<file path="src/rtl/div256by128_seq_if.sv">
// Request/response bundle for the 2*DW / DW sequential divider.
// Both directions are valid/ready: a word moves on a rising edge with valid && ready; valid holds its payload until then.
interface div256by128_seq_if #(
  parameter int DW = 128
);
  logic          in_valid;
  logic          in_ready;
  logic [DW-1:0] dividend_hi;
  logic [DW-1:0] dividend_lo;
  logic [DW-1:0] divisor;
  logic          out_valid;
  logic          out_ready;
  logic [DW-1:0] quotient;
  logic [DW-1:0] remainder;
  logic          div_by_zero;
  logic          overflow;

  modport master (
    output in_valid, dividend_hi, dividend_lo, divisor, out_ready,
    input  in_ready, out_valid, quotient, remainder, div_by_zero, overflow
  );

  modport slave (
    input  in_valid, dividend_hi, dividend_lo, divisor, out_ready,
    output in_ready, out_valid, quotient, remainder, div_by_zero, overflow
  );
endinterface

</file>
<file path="src/rtl/div256by128_seq.sv">
// Radix-2 restoring divider: {dividend_hi, dividend_lo} / divisor, one quotient bit per cycle.
// Divide-by-zero and quotient-overflow cases skip iteration and complete in one cycle.
module div256by128_seq #(
  parameter int DW    = 128,
  parameter int CNT_W = 8
) (
  input  logic                   clk,
  input  logic                   rst,
  div256by128_seq_if.slave       bus,
  output logic [1:0]             state_dbg
);

  typedef enum logic [1:0] {
    IDLE = 2'd0,
    CALC = 2'd1,
    DONE = 2'd2
  } state_t;

  state_t         state;
  logic [DW-1:0]  r_q;
  logic [DW-1:0]  q_q;
  logic [DW-1:0]  dvsr_q;
  logic [CNT_W-1:0] cnt;

  logic [DW:0]    trial;
  logic [DW:0]    diff;
  logic           ge;
  logic [DW-1:0]  r_nxt;
  logic [DW-1:0]  q_nxt;

  // R < divisor keeps trial < 2*divisor, so the borrow bit alone decides trial >= divisor.
  always_comb begin
    trial = {r_q, q_q[DW-1]};
    diff  = trial - {1'b0, dvsr_q};
    ge    = ~diff[DW];
    r_nxt = ge ? diff[DW-1:0] : trial[DW-1:0];
    q_nxt = {q_q[DW-2:0], ge};
  end

  assign bus.in_ready = (state == IDLE);
  assign state_dbg    = state;

  always_ff @(posedge clk or posedge rst) begin
    if (rst) begin
      state           <= IDLE;
      r_q             <= '0;
      q_q             <= '0;
      dvsr_q          <= '0;
      cnt             <= '0;
      bus.out_valid   <= 1'b0;
      bus.quotient    <= '0;
      bus.remainder   <= '0;
      bus.div_by_zero <= 1'b0;
      bus.overflow    <= 1'b0;
    end else begin
      case (state)
        IDLE: begin
          if (bus.in_valid) begin
            if (bus.divisor == '0) begin
              bus.quotient    <= '1;
              bus.remainder   <= bus.dividend_lo;
              bus.div_by_zero <= 1'b1;
              bus.overflow    <= 1'b0;
              bus.out_valid   <= 1'b1;
              state           <= DONE;
            end else if (bus.dividend_hi >= bus.divisor) begin
              bus.quotient    <= '1;
              bus.remainder   <= '0;
              bus.div_by_zero <= 1'b0;
              bus.overflow    <= 1'b1;
              bus.out_valid   <= 1'b1;
              state           <= DONE;
            end else begin
              dvsr_q <= bus.divisor;
              r_q    <= bus.dividend_hi;
              q_q    <= bus.dividend_lo;
              cnt    <= '0;
              state  <= CALC;
            end
          end
        end
        CALC: begin
          r_q <= r_nxt;
          q_q <= q_nxt;
          cnt <= cnt + 1'b1;
          if (cnt == CNT_W'(DW - 1)) begin
            bus.quotient    <= q_nxt;
            bus.remainder   <= r_nxt;
            bus.div_by_zero <= 1'b0;
            bus.overflow    <= 1'b0;
            bus.out_valid   <= 1'b1;
            state           <= DONE;
          end
        end
        DONE: begin
          if (bus.out_ready) begin
            bus.out_valid <= 1'b0;
            state         <= IDLE;
          end
        end
        default: state <= IDLE;
      endcase
    end
  end

endmodule

</file>
<file path="src/flat_wrapper.sv">
// flat-port wrapper written by rule: the top's interface ports become plain ports
module div256by128_seq_flat 
#(
  parameter int DW    = 128,
  parameter int CNT_W = 8
)
  (clk, rst, state_dbg, bus_in_valid, bus_dividend_hi, bus_dividend_lo, bus_divisor, bus_out_ready, bus_in_ready, bus_out_valid, bus_quotient, bus_remainder, bus_div_by_zero, bus_overflow);
  div256by128_seq_if #(.DW(DW)) bus_i ();
  input  logic clk;
  input  logic rst;
  output logic [1:0] state_dbg;
  input wire logic [$bits(bus_i.in_valid)-1:0] bus_in_valid;
  input wire logic [$bits(bus_i.dividend_hi)-1:0] bus_dividend_hi;
  input wire logic [$bits(bus_i.dividend_lo)-1:0] bus_dividend_lo;
  input wire logic [$bits(bus_i.divisor)-1:0] bus_divisor;
  input wire logic [$bits(bus_i.out_ready)-1:0] bus_out_ready;
  output wire logic [$bits(bus_i.in_ready)-1:0] bus_in_ready;
  output wire logic [$bits(bus_i.out_valid)-1:0] bus_out_valid;
  output wire logic [$bits(bus_i.quotient)-1:0] bus_quotient;
  output wire logic [$bits(bus_i.remainder)-1:0] bus_remainder;
  output wire logic [$bits(bus_i.div_by_zero)-1:0] bus_div_by_zero;
  output wire logic [$bits(bus_i.overflow)-1:0] bus_overflow;
  assign bus_i.in_valid = bus_in_valid;
  assign bus_i.dividend_hi = bus_dividend_hi;
  assign bus_i.dividend_lo = bus_dividend_lo;
  assign bus_i.divisor = bus_divisor;
  assign bus_i.out_ready = bus_out_ready;
  assign bus_in_ready = bus_i.in_ready;
  assign bus_out_valid = bus_i.out_valid;
  assign bus_quotient = bus_i.quotient;
  assign bus_remainder = bus_i.remainder;
  assign bus_div_by_zero = bus_i.div_by_zero;
  assign bus_overflow = bus_i.overflow;
  div256by128_seq #(.DW(DW), .CNT_W(CNT_W)) u_core (.clk(clk), .rst(rst), .bus(bus_i), .state_dbg(state_dbg));
endmodule
</file>
<file path="config.mk">
export PLATFORM = sky130hd
export DESIGN_NAME = div256by128_seq_flat
export DESIGN_NICKNAME = d
export VERILOG_FILES = /design/src/rtl/div256by128_seq_if.sv /design/src/rtl/div256by128_seq.sv /design/src/flat_wrapper.sv
export SDC_FILE = /design/constraint.sdc
export NUM_CORES = 2
export LEC_CHECK = 0
export BUFFER_PORTS_ARGS = -buffer_cell sky130_fd_sc_hd__buf_2
export CAP_MARGIN = 30
export CORE_ASPECT_RATIO = 1.25
export CORE_MARGIN = 2
export CORE_UTILIZATION = 40
export CTS_CLUSTER_DIAMETER = 50
export DETAILED_ROUTE_END_ITERATION = 16
export PLACE_DENSITY_LB_ADDON = 0.2
export SKIP_LAST_GASP = 1
export SLEW_MARGIN = 10
export SYNTH_ARGS = -nofsm -noshare
export SYNTH_HDL_FRONTEND = slang
export SYNTH_SLANG_ARGS = --single-unit
</file>
<file path="constraint.sdc">
create_clock -name clk -period 22.7 [get_ports clk]
set_input_delay 1.135 -clock clk [delete_from_list [all_inputs] [get_ports clk]]
set_output_delay 1.135 -clock clk [all_outputs]
set_load 0.05 [all_outputs]
</file>
# Word-level counts from Yosys, hierarchy flattened
# Index checks and enable logic that the tools add are counted.
# word_totals
reg_bits	653
in_bits	388
output_inout_bits	262
wordCells	77
# classes
n_addsub	2
magnitude_cmp	1
eq_ne	9
muxes	43
n_bitwise	3
reduce_logical	9
# ops
operator	n
$mux 128	15
$pmux 128 s2	4
$sub 129x128->129	1
$ge 128x128->1	1
$logic_not 128->1	1
$mux 8	3
$pmux 8 s2	1
$reduce_and 4->1	3
$mux 1	11
$mux 2	5
$add 8x1->8 const B	1
$eq 8x7->1 const B	1
$ne 2x2->1 const B	4
$pmux 2 s3	1
$reduce_and 5->1	1
$pmux 1 s2	2
$ne 3x1->1 const B	1
$not 1->1	3
$pmux 1 s3	1
$reduce_and 3->1	1
$reduce_bool 3->1	1
$eq 2x1->1 const B	1
$eq 2x2->1 const B	1
$logic_not 2->1	1
other kinds (2)	2

# Logic depth before layout (Yosys ltp)
# depth
depth_word	5
depth_mapped	18
mapped_depth_nobuf	15

# Worst setup path after synthesis
# No wires, ideal clock.
# synth_path
path_type	input to register
from	input port bus_divisor[57]
to	register u_core.bus.div_by_zero
setup_ns	0.125
t_arrival_ns	4.359
path_slack_ns	18.216
cell_stages	15
n_path_buf	3
cell_sequence	inv_1 -> ha_1 -> a21o_1 -> a21o_1 -> a21oi_1 -> a21oi_1 -> a221o_1 -> a2111oi_0 -> a311oi_1 -> or2_1 -> a31oi_2 -> buf_4 -> buf_4 -> buf_2 -> mux2_2
# synth_via
elab_chain_cells	4
# synth_lines
element	line_no	rtl
from (decl)	flat_wrapper.sv:15	input wire logic [$bits(bus_i.divisor)-1:0] bus_divisor;
parallel branches: the longest is 4 deep, another holds $ge 128x128->1	n/a	
to (signal assigned)	div256by128_seq.sv:53	bus.div_by_zero <= 1'b0;
to (signal assigned)	div256by128_seq.sv:62	bus.div_by_zero <= 1'b1;
to (signal assigned)	div256by128_seq.sv:69	bus.div_by_zero <= 1'b0;
to (decl)	div256by128_seq_if.sv:25	output in_ready, out_valid, quotient, remainder, div_by_zero, overflow
# Several ways; the timed one is not identified. The select of a mux whose other input is x is not followed.
# A chain may end at the register's enable or synchronous reset.

# Worst setup path in the final report
# layout_path
from	register u_core.q_q[127]
to	register u_core.bus.remainder[123]
# layout_via
elab_chain_cells	4
# layout_lines
element	line_no	rtl
from (decl)	div256by128_seq.sv:21	logic [DW-1:0] q_q;
from (signal assigned)	div256by128_seq.sv:76	q_q <= bus.dividend_lo;
from (signal assigned)	div256by128_seq.sv:84	q_q <= q_nxt;
$sub 129x128->129	div256by128_seq.sv:34	diff = trial - {1'b0, dvsr_q};
$mux 128	div256by128_seq.sv:36	r_nxt = ge ? diff[DW-1:0] : trial[DW-1:0];
$mux 128	div256by128_seq.sv:86	if (cnt == CNT_W'(DW - 1)) begin
$pmux 128 s2	div256by128_seq.sv:56	case (state)
to (signal assigned)	div256by128_seq.sv:61	bus.remainder <= bus.dividend_lo;
to (signal assigned)	div256by128_seq.sv:88	bus.remainder <= r_nxt;
to (decl)	div256by128_seq_if.sv:25	
# Every way passes these cells. The select of a mux whose other input is x is not followed.

==> results.cfg <==
[setup_path]
crit_path_end_kind = register
path_class = register to register
worst_setup_path_start_kind = register
path_max_fanout = 51
worstPathArrival_ns = 6.99
required_ns = 23.30
rr_worst_depth = 17

[clocking]
cts_root_buffer = clkbuf_16
postCtsHoldBufs = 0
ctsResizeCount = 0
numCtsBuffers = 84
cts_setup_buffers = 0
insertion_delay_ns = 0.67
tritoncts = done
clk_path_buf_depth = 3
path_clk_slew_ns = 0.06
htree_levels = 3
cts.sinks = 653

[sta]
final_hold_viol_count = 0
rsz0062_at_grt = no
finalClockSkew_ns = 0.05864
drv_slew = 0
relSlewSlack_pct = 19.15
setup_viol = 0
fin_tns_setup_ns = 0
max_freq_ghz = 0.1565
period_minus_slack_ns = 6.390
tightest_slew_ns = 1.213
period_share_pct = 28.15
setup_ws_ns = 16.31

[synthesis]
yosys.area.top_type_share_pct = 40.66
syn-instance-count = 4923
syn-num-nets = 5569
yosysSeqAreaShare_pct = 40.66
yosysTopAreaCell = dfrtp_1
async_flop_share_pct = 100.0
synth.top_cells.by_area = dfrtp_1 41%, nand2_1 8.5%, ha_1 8.0%
synthMostInstantiatedCell = nand2_1
synth_edf_count = 0
synth_warnings = 0
synth.avg_cell_area_um2 = 8.163
ys_ff_latch = 653
synth_commonest_cells = 905 x nand2_1, 653 x dfrtp_1, 476 x o21ai_0
synth_cell_type_count = 82
netlist_area_um2 = 40190
ys.flop_type = dfrtp_1

[routing]
firstDrtPassIters = 8
drt-total-wl_mm = 170.6
detail_route.vias_per_cell = 5.867
vias = 39970
routedWlPerCell_um = 25.05
drt-initial-drc-count = 3898
drc = 0
ant_nets = 0

[final_layout]
drive_gt1_share_pct = 16.36
seq_area_um2 = 16340
fillers = 9993
multi_input_area_um2 = 21500
fin_nets = 6046
syn_to_final_growth_pct = 18.13

[floorplanning]
placementRows = 130
start_util_pct = 40.17
coreArea_um2 = 100000
io_pins = 650
die_y_um = 358.4
die_x_um = 287.5
fp.dieArea_um2 = 103000

[global_routing]
grt_max_degree = 255
grt_pass1_wl_mm = 247.7
grt_pass1_vias = 37790
grt-ovfl-total = 0
antenna_found_initial = 37
grt_usage_pct = 32.10

[place]
place_ws_ns = 15.71
dp_hpwl_mm = 131.4
port_buffers = 649
place_congestion = 0.9731

[status]
status = completed

[min_path]
hp-class = input pin to asynchronous set/reset pin

[job]
cap_violations = 0
worst max-delay path, stage by stage, from the launching register on:
cell       delay (ns)
dfrtp_1          0.36
inv_1            0.05
ha_1             0.19
fa_1             0.41
nand2b_1         0.18
a21o_1           0.19
a31oi_1          0.32
a41oi_1          0.42
a2111oi_4        0.52
o2111ai_1        0.27
a31oi_1          0.44
or2_4            0.59
buf_4            0.54
buf_4            0.64
nor4_1           0.13
a311o_1          0.36
a211oi_2         0.44
o22a_1           0.19
sequential cells by signal (all words and copies together) (netlist names):
register                flops
u_core.r_q                128
u_core.cnt                  8
u_core.dvsr_q             128
u_core.bus.out_valid        1
u_core.bus.remainder      128
u_core.q_q                128
u_core.bus.div_by_zero      1
u_core.bus.overflow         1
u_core.state_dbg            2
u_core.bus.quotient       128
stage by stage:
| stage | instance area [um2] | std cells | hold slack [ns] | util, % |
|---|---|---|---|---|
| after floorplan | 40190 | 4923 | 0.4719 | - |
| after global placement | 44220 | 6621 | 0.4565 | 44.21 |
| after detailed placement | 44310 | 6628 | 0.4639 | 44.29 |
| after CTS | 47300 | 6784 | 0.4769 | 47.28 |
| after global routing | 47450 | 6805 | 0.3953 | 47.44 |
| final | 47470 | 6813 | 0.4073 | 47.46 |
metal layers:
metal	up-vias	share of wire, %	GRT usage (%)
li1	18340	-	-
met1	19630	44	45.44
met2	1659	44	48.13
met3	317	7.5	5.038
met4	20	4.5	14.77
met5	-	0.072	0
cells by family (layout without fill, tap and decap cells):
kind of cell / Yosys count / in the layout / synth area share (%)
buffers and inverters: 609 / 1156 / 6.081
other: 0 / 23 / 0
DFF: 653 / 653 / 40.66
adders and majority gates: 258 / 258 / 8.052
xor gates and xnor gates: 107 / 107 / 2.332
AOI/OAI and AO/OA: 1527 / 1527 / 23.67
and+or+nand+nor: 1742 / 1742 / 18.52
muxes: 27 / 27 / 0.6881
worst paths after layout:
| kind | end | startpoint | slack (ns) |
|---|---|---|---|
| max | u_core.bus.remainder[123] | u_core.q_q[127] | 16.31 |
| min | u_core.bus.quotient[106] | rst | 0.41 |
| max reg2reg | u_core.bus.remainder[123] | u_core.q_q[127] | 16.31 |
| min reg2reg | u_core.bus.quotient[104] | u_core.bus.quotient[104] | 0.47 |
| max in group asynchronous | u_core.bus.remainder[49] | rst | 19.00 |
| min in group clk | u_core.bus.quotient[104] | u_core.bus.quotient[104] | 0.47 |
layout by cell type, fill, tap and decap left out, types with 41 or more instances in the layout:
| master | Yosys | layout |
|---|---|---|
| nor2_1 | 459 | 456 |
| inv_1 | 299 | 298 |
| xor2_1 | 48 | 48 |
| nor4_1 | 50 | 47 |
| a31oi_1 | 201 | 201 |
| dfrtp_1 | 653 | 653 |
| a21o_1 | 94 | 94 |
| a21oi_1 | 333 | 333 |
| xnor2_1 | 59 | 59 |
| nand2_1 | 905 | 904 |
| a22oi_1 | 72 | 72 |
| o21a_1 | 43 | 43 |
| ha_1 | 257 | 257 |
| nor3_1 | 41 | 41 |
| a221o_1 | 59 | 59 |
| o21ai_0 | 476 | 476 |
| nand4_1 | 101 | 101 |
| buf_2 | 51 | 653 |
| nand3_1 | 53 | 53 |
| clkbuf_16 | 0 | 85 |
area by class of cell:
cell class,count,area share (%)
clock inverter,50,1.421
antenna,23,0.1212
tap,1320,3.479
clock buffer,106,4.878
multi-input combinational,3661,45.28
sequential,653,34.42
inverter,299,2.380
timing repair buffer,701,8.015
Power is left out: the tool's default activity adds up to more than one toggle a clock period on the data nets, which glitch-free logic cannot reach.
